===== src/rtl/csr_bus_arbiter.sv =====
// Two-master round-robin arbiter in front of the single cdbus CSR port.
// Serialises one access at a time; read data returns with a per-master valid pulse.
module csr_bus_arbiter #(
  parameter int unsigned ADDR_W   = 5,
  parameter int unsigned DATA_W   = 8,
  parameter int unsigned READ_LAT = 1
) (
  input  logic              clk,
  input  logic              reset,
  input  logic [ADDR_W-1:0] m0_address,
  input  logic              m0_read,
  input  logic              m0_write,
  input  logic [DATA_W-1:0] m0_writedata,
  output logic [DATA_W-1:0] m0_readdata,
  output logic              m0_readdatavalid,
  output logic              m0_waitrequest,
  input  logic [ADDR_W-1:0] m1_address,
  input  logic              m1_read,
  input  logic              m1_write,
  input  logic [DATA_W-1:0] m1_writedata,
  output logic [DATA_W-1:0] m1_readdata,
  output logic              m1_readdatavalid,
  output logic              m1_waitrequest,
  output logic              s_chip_select,
  output logic [ADDR_W-1:0] s_address,
  output logic              s_read,
  output logic              s_write,
  output logic [DATA_W-1:0] s_writedata,
  input  logic [DATA_W-1:0] s_readdata
);

  localparam int unsigned LAT_W = 3;

  typedef enum logic [1:0] {IDLE, ISSUE, RDWAIT, RDDONE} state_t;

  state_t             state;
  logic               grant;
  logic               last_grant;
  logic               op_write;
  logic [LAT_W-1:0]   lat_cnt;

  logic req0, req1, sel, done, req_g;

  assign req0  = m0_read | m0_write;
  assign req1  = m1_read | m1_write;
  // On conflict the port that did not win last time gets the bus.
  assign sel   = (req0 & req1) ? ~last_grant : req1;
  assign done  = ((state == ISSUE) & op_write) | (state == RDDONE);
  assign req_g = grant ? req1 : req0;

  assign m0_waitrequest = ~reset & req0 & ~(done & ~grant);
  assign m1_waitrequest = ~reset & req1 & ~(done & grant);

  always_ff @(posedge clk or posedge reset) begin
    if (reset) begin
      state            <= IDLE;
      grant            <= 1'b0;
      last_grant       <= 1'b1;
      op_write         <= 1'b0;
      lat_cnt          <= '0;
      s_chip_select    <= 1'b0;
      s_read           <= 1'b0;
      s_write          <= 1'b0;
      s_address        <= '0;
      s_writedata      <= '0;
      m0_readdata      <= '0;
      m1_readdata      <= '0;
      m0_readdatavalid <= 1'b0;
      m1_readdatavalid <= 1'b0;
    end else begin
      s_chip_select    <= 1'b0;
      s_read           <= 1'b0;
      s_write          <= 1'b0;
      m0_readdatavalid <= 1'b0;
      m1_readdatavalid <= 1'b0;
      case (state)
        IDLE: begin
          if (req0 | req1) begin
            grant <= sel;
            if (req0 & req1) last_grant <= sel;
            op_write      <= sel ? m1_write : m0_write;
            s_address     <= sel ? m1_address : m0_address;
            s_writedata   <= sel ? m1_writedata : m0_writedata;
            s_chip_select <= 1'b1;
            s_write       <= sel ? m1_write : m0_write;
            s_read        <= sel ? ~m1_write : ~m0_write;
            state         <= ISSUE;
          end
        end
        ISSUE: begin
          if (op_write) begin
            state <= IDLE;
          end else begin
            lat_cnt <= LAT_W'(READ_LAT - 1);
            state   <= RDWAIT;
          end
        end
        RDWAIT: begin
          if (lat_cnt == '0) begin
            // A requester that dropped mid-read gets nothing back.
            if (req_g) begin
              if (grant) begin
                m1_readdata      <= s_readdata;
                m1_readdatavalid <= 1'b1;
              end else begin
                m0_readdata      <= s_readdata;
                m0_readdatavalid <= 1'b1;
              end
            end
            state <= RDDONE;
          end else begin
            lat_cnt <= lat_cnt - LAT_W'(1);
          end
        end
        RDDONE:  state <= IDLE;
        default: state <= IDLE;
      endcase
    end
  end

endmodule

===== config.mk =====
export PLATFORM = sky130hd
export DESIGN_NAME = csr_bus_arbiter
export DESIGN_NICKNAME = d
export VERILOG_FILES = /design/src/rtl/csr_bus_arbiter.sv
export SDC_FILE = /design/constraint.sdc
export NUM_CORES = 1
export LEC_CHECK = 0
export CAP_MARGIN = 5
export CORE_UTILIZATION = 45
export CTS_CLUSTER_DIAMETER = 30
export DETAILED_ROUTE_END_ITERATION = 10
export HOLD_SLACK_MARGIN = 0.05
export PLACE_DENSITY = 0.84
export SYNTH_ARGS = -nofsm -noshare
export SYNTH_HDL_FRONTEND = slang
export SYNTH_SLANG_ARGS = --single-unit

===== constraint.sdc =====
create_clock -name clk -period 3 [get_ports clk]
set_input_delay 0.9 -clock clk [delete_from_list [all_inputs] [get_ports clk]]
set_output_delay 0.9 -clock clk [all_outputs]
set_load 0.01 [all_outputs]

### Word-level counts from Yosys, hierarchy flattened

Cells that the tools add are included.
Widths: inputs -> output; s select.

| storage, ports and cells | value |
|---|---|
| register bits | 42 |
| input port bits | 40 |
| logic and storage cells | 77 |

| cells by class | value |
|---|---|
| $add $sub $neg | 1 |
| eq/ne operators | 7 |
| multiplexer cells | 27 |
| bitwise logic cells | 19 |
| reduce and logical (&&, ||, !) cells | 9 |

Operator list:

| operator | number |
|---|---|
| $mux 1 | 18 |
| $and 1x1->1 | 8 |
| $mux 8 | 1 |
| $ne 2x2->1 const B | 4 |
| $pmux 2 s4 | 1 |
| $reduce_and 4->1 | 2 |
| $not 1->1 | 7 |
| $mux 2 | 3 |
| $mux 3 | 2 |
| $pmux 3 s2 | 1 |
| $reduce_and 3->1 | 2 |
| $mux 5 | 1 |
| $eq 2x2->1 const B | 2 |
| $or 1x1->1 | 4 |
| $reduce_and 2->1 | 2 |
| $logic_not 3->1 | 1 |
| $sub 3x1->3 const B | 1 |
| $eq 2x1->1 const B | 1 |
| $logic_not 2->1 | 1 |
| $reduce_bool 2->1 | 1 |

### Longest topological paths before layout

| depth | value |
|---|---|
| depth in word-level cells | 6 |
| depth in mapped cells | 6 |
| mapped depth without buffers | 5 |

### Worst setup path before layout

Ideal clock, no wire load.

| timing path | value |
|---|---|
| path kind | input -> output |
| from | input port m1_read |
| to | output port m1_waitrequest |
| data arrival time | 1.530 ns |
| data required time | 2.100 ns |
| slack | 0.570 ns |
| stages on the path | 3 |
| cells stage by stage | nor2_1 clkbuf_1 a311oi_1 |

| between the ends | value |
|---|---|
| longest elaborated chain between the ends | 3 |

RTL lines:

| what | RTL line | RTL |
|---|---|---|
| start: declaration | 18 | `input logic m1_read,` |
| $or 1x1->1 | 45 | `assign req1 = m1_read \| m1_write;` |
| $and 1x1->1 (2 in a row) | 52 | `assign m1_waitrequest = ~reset & req1 & ~(done & grant);` |
| end: declaration | 23 | `output logic m1_waitrequest,` |

No other way between the ends.

### Worst setup path after layout

| timing path | value |
|---|---|
| from | input port m0_read |
| to | output port m0_waitrequest |

| between the ends | value |
|---|---|
| longest elaborated chain between the ends | 3 |

RTL lines:

| what | RTL line | RTL |
|---|---|---|
| start: declaration | 11 | `input logic m0_read,` |
| $or 1x1->1 | 44 | `assign req0 = m0_read \| m0_write;` |
| $and 1x1->1 (2 in a row) | 51 | `assign m0_waitrequest = ~reset & req0 & ~(done & ~grant);` |
| end: declaration | 16 | `output logic m0_waitrequest,` |

No other way between the ends.

==> flow_summary.ini <==
[outcome]
status = complete, no violations

[final_layout]
diodes = 0
drive_gt1_frac = 0.163
nets = 292
stdcell_area_um2 = 2860
area_growth_syn_to_layout_pct = 48.8

[placement]
pre_cts_ws_ps = -183
placed_area_um2 = 2770
place.gp.congestion = 0.744
hpwlAfterDp_um = 3050
io_buffers = 75

[route]
wire_per_inst_um = 14.1
wl_um = 4230
drc = 0
first_iter_violations = 72
routed-via-count = 1599
antenna_left = 0
drt_first_pass_iters = 4
vias_per_cell = 5.31

[sta]
slew_headroom = 0.654
rsz0062_at_grt = false
slew_viol_final = 0
setup_viol = 0
fin_skew_ps = 6.76
final-hold-violation-count = 0
holdWs_ps = 486
tightest_slew_ps = 519
worst_slack_ps = 117
period_needed_ps = 2880
timing.fmax_mhz = 347
fin_crit_sh = 0.961

[critical_path]
cp_slowest_cell = clkdlybuf4s50_1
crit_type = in -> out
crit_path_end_kind = primary output
max_stage_delay_ps = 470
path_max_fanout = 2
critPathTopFamily = buffers and inverters
cp-start-kind = input pin
critical_path_arrival_ps = 1980
required_ps = 2100
critical_path_buf_inv_count = 2
crit_path_cell_trace = clkdlybuf4s50_1, nor2_1, a311oi_1, dlygate4sd2_1
regToRegSetupSlack_ps = 1170

[synthesis]
syn_inst = 168
synth_area_leaders = dfrtp_1 (53%), mux2_2 (8.8%), nand3b_1 (5.5%)
netlist_area_um2 = 1920
ys_warn_count = 0
synthDistinctLibCells = 35
ys_seq_area_frac = 0.548
synth-seq-cells = 42
avgSynthCellArea_um2 = 11.4
yosysTopAreaCell = dfrtp_1
synth_top_area_share = 0.535
synth_nets = 210

[floorplanning]
dieWidth_um = 67.3
initial_core_util = 0.473
core_area_um2 = 4060
die-area_um2 = 4530
row_count = 23
fp.dieH_um = 67.3
boundaryPins = 76

[clock_network]
tritoncts = built
clockBufferDepth = 2
ctsHoldBuffers = 0
clock_latency_ps = 290
cts_buffers = 5
cts_sinks = 42
cts_root_buf = clkbuf_8
htreeDepth = 2
clkTransAtPathRegs_ps = 70

[power]
ir_worst_vdd_mv = 0.409
leakage_nw = 1.17
power_density_nw_per_um2 = 900
p_total_mw = 2.57

[grt]
grt_start_max_net_pins = 43
grt_usage = 0.199
grt.overflow.total = 0
first_global_vias = 1458
grt_pass1_wl_um = 6620
antenna_found_initial = 0

[worst_hold_path]
hp-class = reg -> reg

[run]
drv_cap = 0
[cells in the mapped netlist]
master     n
dfstp_2    1
inv_2      1
clkbuf_1   9
nand3_1    1
xor2_1     1
mux2_1     1
or3b_2     1
nand2_1    3
or2_2      1
ha_1       2
a21o_1     1
nor4_1     2
o21ai_0   15
inv_1      6
a311oi_1   2
a211oi_1   2
dfrtp_1   41
or4_1      1
buf_6      1
a31oi_1   13
buf_2      2
o21a_1     1
and2_1     1
o32ai_1    1
and4b_1    2
mux2_2    15
nor2_1     4
nand2b_1   2
mux2i_1    1
a21oi_1   15
a21boi_0   1
nand3b_1  14
o31ai_1    1
nand2_2    1
nor4_4     2
[path summary, 6_finish.rpt]
check,from,end,cells after the start
max reg2reg,lat_cnt[0],m0_readdata[1],6
max in group asynchronous,reset,last_grant,3
min,lat_cnt[2],lat_cnt[2],1
max,m0_read,m0_waitrequest,4
min in group asynchronous,reset,m1_readdata[4],3
min reg2reg,lat_cnt[2],lat_cnt[2],1
[layer usage]
metal | global-route usage | wire length, µm | vias to the layer above | part of all wire
met4 | 0.0957 | 60 | 0 | 0.014
met1 | 0.240 | 1870 | 752 | 0.44
met5 | 0 | 0 | - | 0
li1 | - | - | 780 | -
met2 | 0.319 | 1960 | 62 | 0.46
met3 | 0.0659 | 336 | 5 | 0.079
[kinds of logic (layout without fill, tap and decap cells)]
logic type                 Yosys count  after routing  synth area share
and+or+nand+nor                     35             35             0.135
xor gates and xnor gates             1              1           0.00456
adders and majority gates            2              2            0.0130
buffers and inverters               19            102            0.0424
DFF                                 42             42             0.548
AOI/OAI and AO/OA                   52             52             0.158
muxes                               17             17            0.0991
[timing repair]
item / in CTS / in global routing
gates resized for setup: 2 / 0
setup endpoints to repair: 2 / 0
setup buffers: 0 / 0
[registers in the layout, indices dropped and copies added, names as in the netlist, named ones only]
name              count
op_write              1
s_writedata           8
s_chip_select         1
s_read                1
last_grant            1
grant                 1
lat_cnt               3
m1_readdatavalid      1
m1_readdata           8
s_address             5
s_write               1
state                 1
m0_readdata           8
m0_readdatavalid      1
[where the power goes]
part	switching (mW)	leakage, nW	internal [mW]	total [mW]
combinational	0.522	0.621	0.688	1.21
clock	0.186	0.0482	0.186	0.372
sequential	0.162	0.505	0.827	0.989
[area by class of cell]
type                       instances  area (µm²)
tap                               50        62.6
inverter                           7        26.3
clock buffer                       7        86.3
fill                             317        1200
multi-input combinational        107         786
clock inverter                     1        5.00
timing repair buffer              87         838
sequential                        42        1050
[metrics by stage]
| stage | util | cells | setup TNS (ps) |
|---|---|---|---|
| 2_1_floorplan | - | 168 | 0 |
| 3_3_place_gp | 0.682 | 293 | -348 |
| 3_5_place_dp | 0.682 | 293 | -361 |
| 4_1_cts | 0.704 | 301 | 0 |
| 5_1_grt | 0.704 | 301 | 0 |
| 6_report | 0.704 | 301 | 0 |
[cell usage in the layout, fill, tap and decap left out, drive strengths merged, types with 2 or more instances in the layout]
cell / netlist / routed
nand2b: 2 / 2
a31oi: 13 / 13
clkbuf: 9 / 7
a311oi: 2 / 2
nor4: 4 / 4
nor2: 4 / 4
mux2: 16 / 16
dlygate4sd2: 0 / 2
o21ai: 15 / 15
dfrtp: 41 / 41
nand3b: 14 / 14
clkdlybuf4s50: 0 / 73
ha: 2 / 2
buf: 3 / 12
a211oi: 2 / 2
and4b: 2 / 2
inv: 7 / 7
nand2: 4 / 4
a21oi: 15 / 15
[worst register-to-register path: cells and delay by family, from the launching register on]
kind | cells | cell delay (ps)
fa+ha+maj | 1 | 170
buf+inv | 2 | 310
flops | 1 | 420
mux | 1 | 350
simple gates | 2 | 480
No activity file was read; power rests on OpenSTA's default activity.
